### src/rtl/flash_addr_ctrl.sv
// flash_addr_ctrl: walks a word address through an audio region of flash and
// issues one Avalon-MM read per address. The sample-clock domain requests each
// step with get_new_address.
//
// state      | meaning
// -----------+-------------------------------------------------------------
// IDLE       | paused or stopped, no read outstanding, address retained
// ISSUE      | read strobe asserted, waiting for waitrequest to drop
// WAIT_VALID | command accepted, waiting for readdatavalid
// HOLD       | data valid for the consumer, waiting for the next advance
//
// Ports
//   clk                      system clock, rising edge
//   reset                    synchronous active-high reset
//   start                    level, 1 = playback enabled
//   restart                  pulse, jump to the region start for the direction
//   count_up                 direction, 1 = increment, 0 = decrement
//   get_new_address          advance request, asynchronous to clk
//   flash_mem_waitrequest    Avalon-MM waitrequest
//   flash_mem_readdatavalid  Avalon-MM readdatavalid
//   flash_mem_read           Avalon-MM read strobe
//   flash_mem_address        current word address
//   flash_mem_byteenable     constant 4'hF
//   read_flash_en            flash readdata valid for the consumer
module flash_addr_ctrl #(
    parameter logic [22:0] START_ADDR = 23'h000000,
    parameter logic [22:0] END_ADDR   = 23'h07FFFF
) (
    input  logic        clk,
    input  logic        reset,
    input  logic        start,
    input  logic        restart,
    input  logic        count_up,
    input  logic        get_new_address,
    input  logic        flash_mem_waitrequest,
    input  logic        flash_mem_readdatavalid,
    output logic        flash_mem_read,
    output logic [22:0] flash_mem_address,
    output logic [3:0]  flash_mem_byteenable,
    output logic        read_flash_en
);

    typedef enum logic [1:0] {
        IDLE       = 2'd0,
        ISSUE      = 2'd1,
        WAIT_VALID = 2'd2,
        HOLD       = 2'd3
    } state_t;

    state_t      r_state;
    logic        r_gna_meta;
    logic        r_gna_sync;
    logic        r_gna_prev;
    logic        r_rst_pend;
    logic        r_read;
    logic        r_ren;
    logic [22:0] r_addr;

    logic        w_adv;
    logic        w_rst_any;
    logic [22:0] w_addr_rst;
    logic [22:0] w_addr_step;

    // Rising edge of the synchronized request: acts on the third clk edge
    // after get_new_address rises.
    assign w_adv      = r_gna_sync & ~r_gna_prev;
    assign w_rst_any  = restart | r_rst_pend;
    assign w_addr_rst = count_up ? START_ADDR : END_ADDR;
    assign w_addr_step = count_up
        ? ((r_addr == END_ADDR)   ? START_ADDR : r_addr + 23'd1)
        : ((r_addr == START_ADDR) ? END_ADDR   : r_addr - 23'd1);

    always_ff @(posedge clk) begin
        if (reset) begin
            r_gna_meta <= 1'b0;
            r_gna_sync <= 1'b0;
            r_gna_prev <= 1'b0;
        end else begin
            r_gna_meta <= get_new_address;
            r_gna_sync <= r_gna_meta;
            r_gna_prev <= r_gna_sync;
        end
    end

    // r_rst_pend records a restart seen mid-transaction. Once the transaction
    // completes into HOLD the address has already been reloaded, and the flag
    // then only means "go fetch the restarted address".
    always_ff @(posedge clk) begin
        if (reset) begin
            r_state    <= IDLE;
            r_addr     <= START_ADDR;
            r_read     <= 1'b0;
            r_ren      <= 1'b0;
            r_rst_pend <= 1'b0;
        end else begin
            case (r_state)
                IDLE: begin
                    r_ren <= 1'b0;
                    if (restart) begin
                        r_addr <= w_addr_rst;
                    end
                    if (start) begin
                        r_state <= ISSUE;
                        r_read  <= 1'b1;
                    end
                end
                ISSUE: begin
                    if (restart) begin
                        r_rst_pend <= 1'b1;
                    end
                    if (!flash_mem_waitrequest) begin
                        r_state <= WAIT_VALID;
                        r_read  <= 1'b0;
                    end
                end
                WAIT_VALID: begin
                    if (restart) begin
                        r_rst_pend <= 1'b1;
                    end
                    if (flash_mem_readdatavalid) begin
                        if (w_rst_any) begin
                            r_addr <= w_addr_rst;
                        end
                        if (start) begin
                            r_state    <= HOLD;
                            r_ren      <= 1'b1;
                            r_rst_pend <= w_rst_any;
                        end else begin
                            r_state    <= IDLE;
                            r_ren      <= 1'b0;
                            r_rst_pend <= 1'b0;
                        end
                    end
                end
                HOLD: begin
                    // restart beats a simultaneous advance, which is dropped
                    if (restart) begin
                        r_addr     <= w_addr_rst;
                        r_rst_pend <= 1'b0;
                        if (start) begin
                            r_state <= ISSUE;
                            r_read  <= 1'b1;
                        end else begin
                            r_state <= IDLE;
                            r_ren   <= 1'b0;
                        end
                    end else if (!start) begin
                        r_state    <= IDLE;
                        r_ren      <= 1'b0;
                        r_rst_pend <= 1'b0;
                    end else if (r_rst_pend) begin
                        r_state    <= ISSUE;
                        r_read     <= 1'b1;
                        r_rst_pend <= 1'b0;
                    end else if (w_adv) begin
                        r_addr  <= w_addr_step;
                        r_state <= ISSUE;
                        r_read  <= 1'b1;
                    end
                end
                default: begin
                    r_state <= IDLE;
                    r_read  <= 1'b0;
                    r_ren   <= 1'b0;
                end
            endcase
        end
    end

    assign flash_mem_read       = r_read;
    assign flash_mem_address    = r_addr;
    assign flash_mem_byteenable = 4'hF;
    assign read_flash_en        = r_ren;

endmodule

### config.mk
export PLATFORM = sky130hd
export DESIGN_NAME = flash_addr_ctrl
export DESIGN_NICKNAME = d
export VERILOG_FILES = /design/src/rtl/flash_addr_ctrl.sv
export SDC_FILE = /design/constraint.sdc
export NUM_CORES = 1
export LEC_CHECK = 0
export CORE_MARGIN = 1.5
export CORE_UTILIZATION = 40
export DETAILED_ROUTE_END_ITERATION = 8
export DONT_BUFFER_PORTS = 1
export SLEW_MARGIN = 20
export SYNTH_ARGS = -nofsm -noshare
export SYNTH_HDL_FRONTEND = slang
export SYNTH_SLANG_ARGS = --single-unit
### constraint.sdc
create_clock -name clk -period 5 [get_ports clk]
set_clock_uncertainty 0.1 [all_clocks]
set_input_delay 0.5 -clock clk [delete_from_list [all_inputs] [get_ports clk]]
set_output_delay 0.5 -clock clk [all_outputs]
set_load 0.05 [all_outputs]
==> tab_implementation.tex, run 1 <==
\begin{tabular}{lr}
\hline
Metric & Value \\
\hline
\multicolumn{2}{l}{\textbf{Hold path}} \\
\quad Hold path cells & 1 \\
\quad Worst Hold Path EP & flash\_mem\_address[15] \\
\quad Type of the most critical hold path & in -> reg \\
\quad Worst Min Path Start & reset \\
\multicolumn{2}{l}{\textbf{Setup path}} \\
\quad Startpoint of the worst setup timing path & flash\_mem\_address[0] \\
\quad Type of origin of the critical path & flop \\
\quad CP endpoint kind & flop \\
\quad Required time of the critical path & 5050 ps \\
\quad Category of the critical setup timing path & reg -> reg \\
\quad Reg-to-reg endpoint & flash\_mem\_address[10] \\
\quad Largest stage delay, worst path & 790 ps \\
\quad Critical path's slowest cell & sky130\_fd\_sc\_hd\_\_dfxtp\_1 \\
\quad Kind of cell adding the most delay to the critical path & simple AND/OR/NAND/NOR gates \\
\quad Most prevalent standard cell on the critical path & sky130\_fd\_sc\_hd\_\_nand3\_1 \\
\quad Chain of cells forming the critical path & ha\_1, nand3\_1, nor4\_2, nand3\_1, a211o\_1, a21oi\_1, a211oi\_1 \\
\quad Flop-to-flop setup slack & 1780 ps \\
\quad Critical path peak fanout & 10 \\
\quad Number of buffer and inverter stages on the critical path & 0 \\
\quad Crit path DAT & 3260 ps \\
\quad Reg2reg start & flash\_mem\_address[0] \\
\quad Depth of the most critical reg-to-reg path & 7 \\
\multicolumn{2}{l}{\textbf{Logic synthesis}} \\
\quad Warnings from Yosys & 0 \\
\quad Number of enable flip-flop cells after synthesis & 0 \\
\quad Share of the yosys chip area belonging to registers & 0.242 \\
\quad Parity-gate share of the synthesized area counting xor and xnor cells & 0.0341 \\
\quad Cell Area, Synth & 2570 um2 \\
\quad Area fraction in and, or, nand and nor cells after synthesis & 0.308 \\
\quad Post-synthesis adder-cell area fraction & 0.0146 \\
\quad Post-synthesis compound-gate area fraction & 0.314 \\
\quad Fraction of synthesized cell area taken by the top area cell type & 0.242 \\
\quad Dominant combinational cell family by area after synthesis & compound AO/OA/AOI/OAI gates \\
\quad Synth area leaders & sky130\_fd\_sc\_hd\_\_dfxtp\_1 24\%, sky130\_fd\_sc\_hd\_\_o21ai\_0 5.7\%, sky130\_fd\_sc\_hd\_\_nor2\_1 5.0\%, sky130\_fd\_sc\_hd\_\_a21oi\_1 4.7\%, sky130\_fd\_sc\_hd\_\_nand2\_1 3.7\% \\
\quad Library cell occupying the most area in the post-synthesis netlist & sky130\_fd\_sc\_hd\_\_dfxtp\_1 \\
\quad Avg Cell Area, Syn & 7.17 um2 \\
\quad Fraction of synthesized area in multiplexers & 0.00780 \\
\quad Number of distinct standard cells referenced by the synthesized netlist & 59 \\
\quad Async set-or-reset flop fraction in the synthesized netlist & 0 \\
\quad Number of standard cells after synthesis & 358 \\
\quad Most frequently used flop master after synthesis & sky130\_fd\_sc\_hd\_\_dfxtp\_1 \\
\quad Number of synthesized register bits & 31 \\
\multicolumn{2}{l}{\textbf{Clock tree}} \\
\quad Max H-tree Level & 2 \\
\quad Cts bufs inserted & 5 \\
\quad TritonCTS sink count & 31 \\
\quad Buffer levels on the longest clock path & 2 \\
\quad TritonCTS clock tree & done \\
\quad Clock input transition at the sequential cells of the worst setup and hold paths & 70 ps \\
\quad Clk\_lat worst skew & 290 ps \\
\quad Cts-stage hold buffer count & 0 \\
\quad Post-CTS Resized & 0 \\
\quad Number of buffers inserted to repair setup after CTS & 0 \\
\quad Clock root buffer master & sky130\_fd\_sc\_hd\_\_clkbuf\_8 \\
\multicolumn{2}{l}{\textbf{Detailed routing}} \\
\quad Total number of vias & 2,718 \\
\quad Starting DRC count in detailed routing & 289 \\
\quad Detail-routed net length per standard cell & 19.0 um \\
\quad TritonRoute pass-1 iters & 5 \\
\quad Detailed Route WL & 7.86 mm \\
\quad DRC viols & 0 \\
\quad Vias/cell & 6.57 \\
\quad Detail Route Antenna Nets & 0 \\
\multicolumn{2}{l}{\textbf{Die}} \\
\quad Rows & 29 \\
\quad Vert. Die Dim & 83.1 um \\
\quad Placeable core area & 6280 um2 \\
\quad IO Pins & 37 \\
\quad Effective utilization at floorplan & 0.409 \\
\quad Die ar. & 6910 um2 \\
\quad Overall die width & 83.1 um \\
\multicolumn{2}{l}{\textbf{Placement}} \\
\quad Area after DPL & 2520 um2 \\
\quad Number of buffers inserted by port buffering & 0 \\
\quad Number of placed instances with taps included & 406 \\
\quad HPWL Detailed & 5.43 mm \\
\quad Routability congestion estimate & 0.914 \\
\multicolumn{2}{l}{\textbf{Cells and area}} \\
\quad Area grow syn2layout & 2.58\% \\
\quad Finished layout cell area & 2630 um2 \\
\quad Final \#Nets & 347 \\
\quad Layout cell share with drive strength beyond 1 & 0.0682 \\
\quad Number of standard cells in the layout, taps in and fillers out & 414 \\
\quad Count of inserted antenna diode cells & 0 \\
\quad Fillers & 668 \\
\multicolumn{2}{l}{\textbf{Global routing}} \\
\quad Vias in the first global route & 2,446 \\
\quad Wire length of the first global-routing pass & 13.0 mm \\
\quad Antenna violations before repair & 0 \\
\quad Maximum number of pins on one net before global-route repair & 36 \\
\quad Final global-route overflow total & 0 \\
\quad Total track usage & 0.232 \\
\multicolumn{2}{l}{\textbf{Power}} \\
\quad Static Leak & 0.912 nW \\
\quad Worst VDD drop & 0.232 mV \\
\quad Total power divided by cell area & 520 nW/um2 \\
\multicolumn{2}{l}{\textbf{Timing}} \\
\quad Actual transition at the worst max-transition pin & 945 ps \\
\quad Sum of negative setup slack & 0 ps \\
\quad Final period util & 0.643 \\
\quad Final number of max-transition violations & 0 \\
\quad Min Tclk post-route & 3220 ps \\
\quad Setup-violating endpoint count in the final report & 0 \\
\quad Final Hold Violating Endpoints & 0 \\
\quad Worst hold slack after final layout & 173 ps \\
\quad Normalized max-slew margin & 0.364 \\
\quad Max frequency & 311 MHz \\
\quad RSZ-0062 raised after global routing & false \\
\multicolumn{2}{l}{\textbf{Run status}} \\
\quad Status & complete, no violations \\
\multicolumn{2}{l}{\textbf{Run}} \\
\quad Max-cap violations & 0 \\
\hline
\end{tabular}
-- cells by family (layout without fill, tap and decap cells) --
group	count (synthesis)	after routing
AND/OR/NAND/NOR	148	148
AO/OA/AOI/OAI	120	120
buffers and inverters	43	19
flip-flops	31	31
XOR/XNOR	10	10
adder cells (fa/ha/maj)	3	3
multiplexers	2	2
other	1	4
-- registers in the layout, summed over array words and instances, names as in the netlist --
name,count
r_state,2
r_rst_pend,1
flash_mem_address,23
read_flash_en,1
r_gna_meta,1
flash_mem_read,1
r_gna_prev,1
r_gna_sync,1
-- cell usage after synthesis, drive strengths merged (9+ instances only) --
library cell,count
dfxtp,31
nand3,14
inv,11
a221oi,9
nand2,25
clkbuf,24
o21ai,30
a21oi,25
nor3,12
nand4,10
a31oi,14
nor2,34
-- power by group --
part | internal (mW) | switching, mW | total (mW)
Sequential | 0.293 | 0.239 | 0.532
Combinational | 0.223 | 0.345 | 0.568
Clock | 0.161 | 0.107 | 0.268
-- stage by stage --
stage | worst slack, ps | utilization | total power, mW
floorplan | 2170 | - | 0.986
global placement | 1960 | 0.401 | 1.08
detailed placement | 1880 | 0.401 | 1.09
CTS | 1860 | 0.420 | 1.36
global route | 1530 | 0.420 | 1.46
finish | 1780 | 0.420 | 1.37
-- routing by layer --
layer	up-vias	track usage	part of all wire
li1	1296	-	-
met1	1260	0.328	0.46
met2	148	0.336	0.43
met3	14	0.0626	0.095
met4	0	0.0879	0.016
met5	-	0	0
-- worst max-delay path by stage --
stage                                        to  slack, ps  depth (start not counted)
after floorplan           flash_mem_address[15]       2170                          9
after global placement    flash_mem_address[10]       1960                          7
after detailed placement  flash_mem_address[10]       1880                          7
after CTS                 flash_mem_address[10]       1860                          7
after global routing      flash_mem_address[10]       1530                          7
final                     flash_mem_address[10]       1780                          7
-- layout by cell type (no fill, tap or decap), types with 10 or more instances in the layout --
cell type,synthesis,final
sky130_fd_sc_hd__inv_1,11,11
sky130_fd_sc_hd__a21oi_1,24,24
sky130_fd_sc_hd__o21ai_0,29,29
sky130_fd_sc_hd__nor2_1,34,34
sky130_fd_sc_hd__nor3_1,12,12
sky130_fd_sc_hd__nand3_1,14,14
sky130_fd_sc_hd__dfxtp_1,31,31
sky130_fd_sc_hd__a31oi_1,14,14
sky130_fd_sc_hd__nand2_1,25,25
sky130_fd_sc_hd__nand4_1,10,10
-- cell type report --
class                      instances  area (um2)  area share
clock inverter                     2        35.0      0.0133
inverter                          11        41.3      0.0157
sequential                        31         621       0.236
multi-input combinational        287        1760       0.667
clock buffer                       6        82.6      0.0314
tap                               77        96.3      0.0366
No activity file was read; power rests on OpenSTA's default activity.
==> run 2: changes to the inputs <==
==> constraint.sdc (replaced) <==
create_clock -name clk -period 2.6 [get_ports clk]
set_clock_uncertainty 0.1 [all_clocks]
set_input_delay 0.26 -clock clk [delete_from_list [all_inputs] [get_ports clk]]
set_output_delay 0.26 -clock clk [all_outputs]
set_load 0.05 [all_outputs]
==> run 2 against run 1 <==
Against the previous run: die area unchanged; sequential power is 29% higher; count of clock-buffer cells in the layout is the same; maximum frequency rose by 26%; non-clock buffer count up 46; utilization is 6.0 points higher; sequential share of layout area is 2.5 points lower; critical path type unchanged; routed wire length increased by 9.7%; via count up 8.5%; worst setup slack worse by 1700 ps; first-iteration DRC count shrank 3.1%.
==> tab_implementation.tex, run 2 (synthesized netlist as in run 1, its figures left out) <==
\begin{tabular}{lr}
\hline
Metric & Value \\
\hline
\multicolumn{2}{l}{\textbf{Cells and area}} \\
\quad Most common library cell in the layout ignoring fill and taps & sky130\_fd\_sc\_hd\_\_buf\_4 (was sky130\_fd\_sc\_hd\_\_nor2\_1) \\
\quad Number of standard cells in the layout, taps in and fillers out & 460 (was 414) \\
\quad Finished layout cell area & 3010 um2 (was 2630 um2) \\
\quad Highest-count cells in the layout ignoring fill and taps & 44 x sky130\_fd\_sc\_hd\_\_buf\_4, 34 x sky130\_fd\_sc\_hd\_\_nor2\_1, 29 x sky130\_fd\_sc\_hd\_\_o21ai\_0 (was 34 x sky130\_fd\_sc\_hd\_\_nor2\_1, 31 x sky130\_fd\_sc\_hd\_\_dfxtp\_1, 29 x sky130\_fd\_sc\_hd\_\_o21ai\_0) \\
\quad Layout cell share with drive strength beyond 1 & 0.193 (was 0.0682) \\
\quad Max reg flops & 23 (unchanged) \\
\quad Count of inserted antenna diode cells & 0 (unchanged) \\
\quad Area grow syn2layout & 17.3\% (was 2.58\%) \\
\quad Final \#Nets & 393 (was 347) \\
\multicolumn{2}{l}{\textbf{Clock tree}} \\
\quad Clock root buffer master & sky130\_fd\_sc\_hd\_\_clkbuf\_8 (unchanged) \\
\quad TritonCTS sink count & 31 (unchanged) \\
\quad TritonCTS clock tree & done (unchanged) \\
\quad Cts bufs inserted & 5 (unchanged) \\
\quad Number of buffers inserted to repair setup after CTS & 0 (unchanged) \\
\quad Max H-tree Level & 2 (unchanged) \\
\quad Buffer levels on the longest clock path & 2 (unchanged) \\
\quad Clock input transition at the sequential cells of the worst setup and hold paths & 80 ps (was 70 ps) \\
\quad Clk\_lat worst skew & 290 ps (about the same) \\
\multicolumn{2}{l}{\textbf{Setup path}} \\
\quad Crit path DAT & 2660 ps (was 3260 ps) \\
\quad Type of origin of the critical path & flop (unchanged) \\
\quad Reg2reg start & flash\_mem\_address[14] (was flash\_mem\_address[0]) \\
\quad Chain of cells forming the critical path & or4\_1, or3\_4, or3\_4, o21ai\_4, a221oi\_2, a221oi\_2 (was ha\_1, nand3\_1, nor4\_2, nand3\_1, a211o\_1, a21oi\_1, a211oi\_1) \\
\quad Largest stage delay, worst path & 580 ps (was 790 ps) \\
\quad Kind of cell adding the most delay to the critical path & simple AND/OR/NAND/NOR gates (unchanged) \\
\quad Required time of the critical path & 2700 ps (was 5050 ps) \\
\quad Flop-to-flop setup slack & 40 ps (was 1780 ps) \\
\quad Reg-to-reg endpoint & flash\_mem\_address[15] (was flash\_mem\_address[10]) \\
\quad Critical path's slowest cell & sky130\_fd\_sc\_hd\_\_or4\_1 (was sky130\_fd\_sc\_hd\_\_dfxtp\_1) \\
\quad Critical path peak fanout & 9 (was 10) \\
\quad Depth of the most critical reg-to-reg path & 6 (was 7) \\
\quad CP endpoint kind & flop (unchanged) \\
\quad Category of the critical setup timing path & reg -> reg (unchanged) \\
\quad Number of buffer and inverter stages on the critical path & 0 (unchanged) \\
\multicolumn{2}{l}{\textbf{Run status}} \\
\quad Status & complete, no violations (unchanged) \\
\multicolumn{2}{l}{\textbf{Detailed routing}} \\
\quad DRC viols & 0 (unchanged) \\
\quad Detailed Route WL & 8.62 mm (was 7.86 mm) \\
\quad Total number of vias & 2,949 (was 2,718) \\
\quad Starting DRC count in detailed routing & 280 (was 289) \\
\quad Vias/cell & 6.41 (was 6.57) \\
\quad Detail-routed net length per standard cell & 18.7 um (was 19.0 um) \\
\quad Detail Route Antenna Nets & 0 (unchanged) \\
\quad TritonRoute pass-1 iters & 5 (unchanged) \\
\multicolumn{2}{l}{\textbf{Die}} \\
\quad Rows & 29 (unchanged) \\
\quad Overall die width & 83.1 um (unchanged) \\
\quad Placeable core area & 6280 um2 (unchanged) \\
\quad Effective utilization at floorplan & 0.409 (unchanged) \\
\quad Vert. Die Dim & 83.1 um (unchanged) \\
\quad Die ar. & 6910 um2 (unchanged) \\
\quad IO Pins & 37 (unchanged) \\
\multicolumn{2}{l}{\textbf{Global routing}} \\
\quad Vias in the first global route & 2,676 (was 2,446) \\
\quad Maximum number of pins on one net before global-route repair & 36 (unchanged) \\
\quad Final global-route overflow total & 0 (unchanged) \\
\quad Wire length of the first global-routing pass & 13.9 mm (was 13.0 mm) \\
\quad Antenna violations before repair & 0 (unchanged) \\
\quad Total track usage & 0.249 (was 0.232) \\
\multicolumn{2}{l}{\textbf{Timing}} \\
\quad Final number of max-transition violations & 0 (unchanged) \\
\quad Normalized max-slew margin & 0.556 (was 0.364) \\
\quad Actual transition at the worst max-transition pin & 663 ps (was 945 ps) \\
\quad Min Tclk post-route & 2560 ps (was 3220 ps) \\
\quad RSZ-0062 raised after global routing & false (unchanged) \\
\quad Max frequency & 390 MHz (was 311 MHz) \\
\quad Setup-violating endpoint count in the final report & 0 (unchanged) \\
\quad Final period util & 0.985 (was 0.643) \\
\quad Final Hold Violating Endpoints & 0 (unchanged) \\
\multicolumn{2}{l}{\textbf{Placement}} \\
\quad Number of placed instances with taps included & 450 (was 406) \\
\quad HPWL Detailed & 6.14 mm (was 5.43 mm) \\
\quad Area after DPL & 2870 um2 (was 2520 um2) \\
\quad Routability congestion estimate & 0.877 (was 0.914) \\
\quad Number of buffers inserted by port buffering & 0 (unchanged) \\
\multicolumn{2}{l}{\textbf{Power}} \\
\quad Relative contribution of combinational cells to total power & 0.579 (was 0.415) \\
\quad Internal Pwr Total & 1.49 mW (was 677 uW) \\
\quad Sequential fraction of design power & 0.239 (was 0.389) \\
\quad Part of the total power dissipated in the clock network & 0.182 (was 0.196) \\
\quad Switching portion of total power & 0.483 (was 0.505) \\
\quad Sw Pwr & 1.39 mW (was 692 uW) \\
\quad Total power divided by cell area & 954 nW/um2 (was 520 nW/um2) \\
\quad Worst VDD drop & 0.384 mV (was 0.232 mV) \\
\quad Static Leak & 1.17 nW (was 0.912 nW) \\
\multicolumn{2}{l}{\textbf{Hold path}} \\
\quad Worst Min Path Start & reset (unchanged) \\
\quad Hold path cells & 2 (was 1) \\
\quad Type of the most critical hold path & in -> reg (unchanged) \\
\quad Worst Hold Path EP & flash\_mem\_address[11] (was flash\_mem\_address[15]) \\
\multicolumn{2}{l}{\textbf{Run}} \\
\quad Max-cap violations & 0 (unchanged) \\
\hline
\end{tabular}
==> run 2: power groups by stage <==
stage / logic [mW] / clock network (mW) / registers (mW)
detailed placement: 1.62 / 0 / 0.693
finish: 1.66 / 0.523 / 0.687
CTS: 1.63 / 0.531 / 0.683
global route: 1.79 / 0.544 / 0.701
global placement: 1.61 / 0 / 0.692
floorplan: 0.998 / 0 / 0.914
==> run 2: per-stage QoR <==
| stage | power (mW) | worst slack, ps | TNS (ps) | hold slack (ps) | util |
|---|---|---|---|---|---|
| after detailed placement | 2.31 | 109 | 0 | 229 | 0.457 |
| after global placement | 2.30 | 167 | 0 | 230 | 0.457 |
| final | 2.87 | 38.8 | 0 | 9.93 | 0.480 |
| after floorplan | 1.91 | -39.5 | -39.5 | 288 | - |
| after global routing | 3.04 | 1.66 | 0 | 8.74 | 0.480 |
| after CTS | 2.84 | 78.0 | 0 | 6.98 | 0.479 |
==> run 2: cell type report <==
type                       count  area, um2
clock buffer                   6       82.6
tap                           77       96.3
clock inverter                 2       35.0
timing repair buffer          46        350
fill                         598       3270
sequential                    31        633
inverter                      11       41.3
multi-input combinational    287       1770
==> run 2: worst register-to-register path: stages (launching register included) <==
cell and delay [ps]:
sky130_fd_sc_hd__dfxtp_4 340, sky130_fd_sc_hd__or4_1 580, sky130_fd_sc_hd__or3_4 410, sky130_fd_sc_hd__or3_4 430, sky130_fd_sc_hd__o21ai_4 260, sky130_fd_sc_hd__a221oi_2 60, sky130_fd_sc_hd__a221oi_2 290
==> run 2: layer usage <==
metal	track usage	wire [um]	up-vias	share of wire
li1	-	-	1392	-
met1	0.316	3610	1378	0.42
met2	0.418	4040	152	0.47
met3	0.0616	789	27	0.092
met4	0.0712	180	0	0.021
met5	0	0	-	0
==> run 2: worst max-delay path by stage <==
stage                                      from                    end  slack [ps]  cells past startpoint
after floorplan           flash_mem_address[11]  flash_mem_address[15]         -40                      9
after global placement    flash_mem_address[14]  flash_mem_address[15]         170                      6
after detailed placement  flash_mem_address[14]  flash_mem_address[15]         110                      6
after CTS                 flash_mem_address[14]  flash_mem_address[15]          80                      6
after global routing      flash_mem_address[14]  flash_mem_address[15]           2                      6
final                     flash_mem_address[14]  flash_mem_address[15]          40                      6
==> run 2: repair_timing <==
action / in CTS / in global routing
endpoints found under the hold margin: 15 / 0
gates resized for setup: 0 / 1
hold buffers: 2 / 0
setup endpoints to repair: 0 / 1
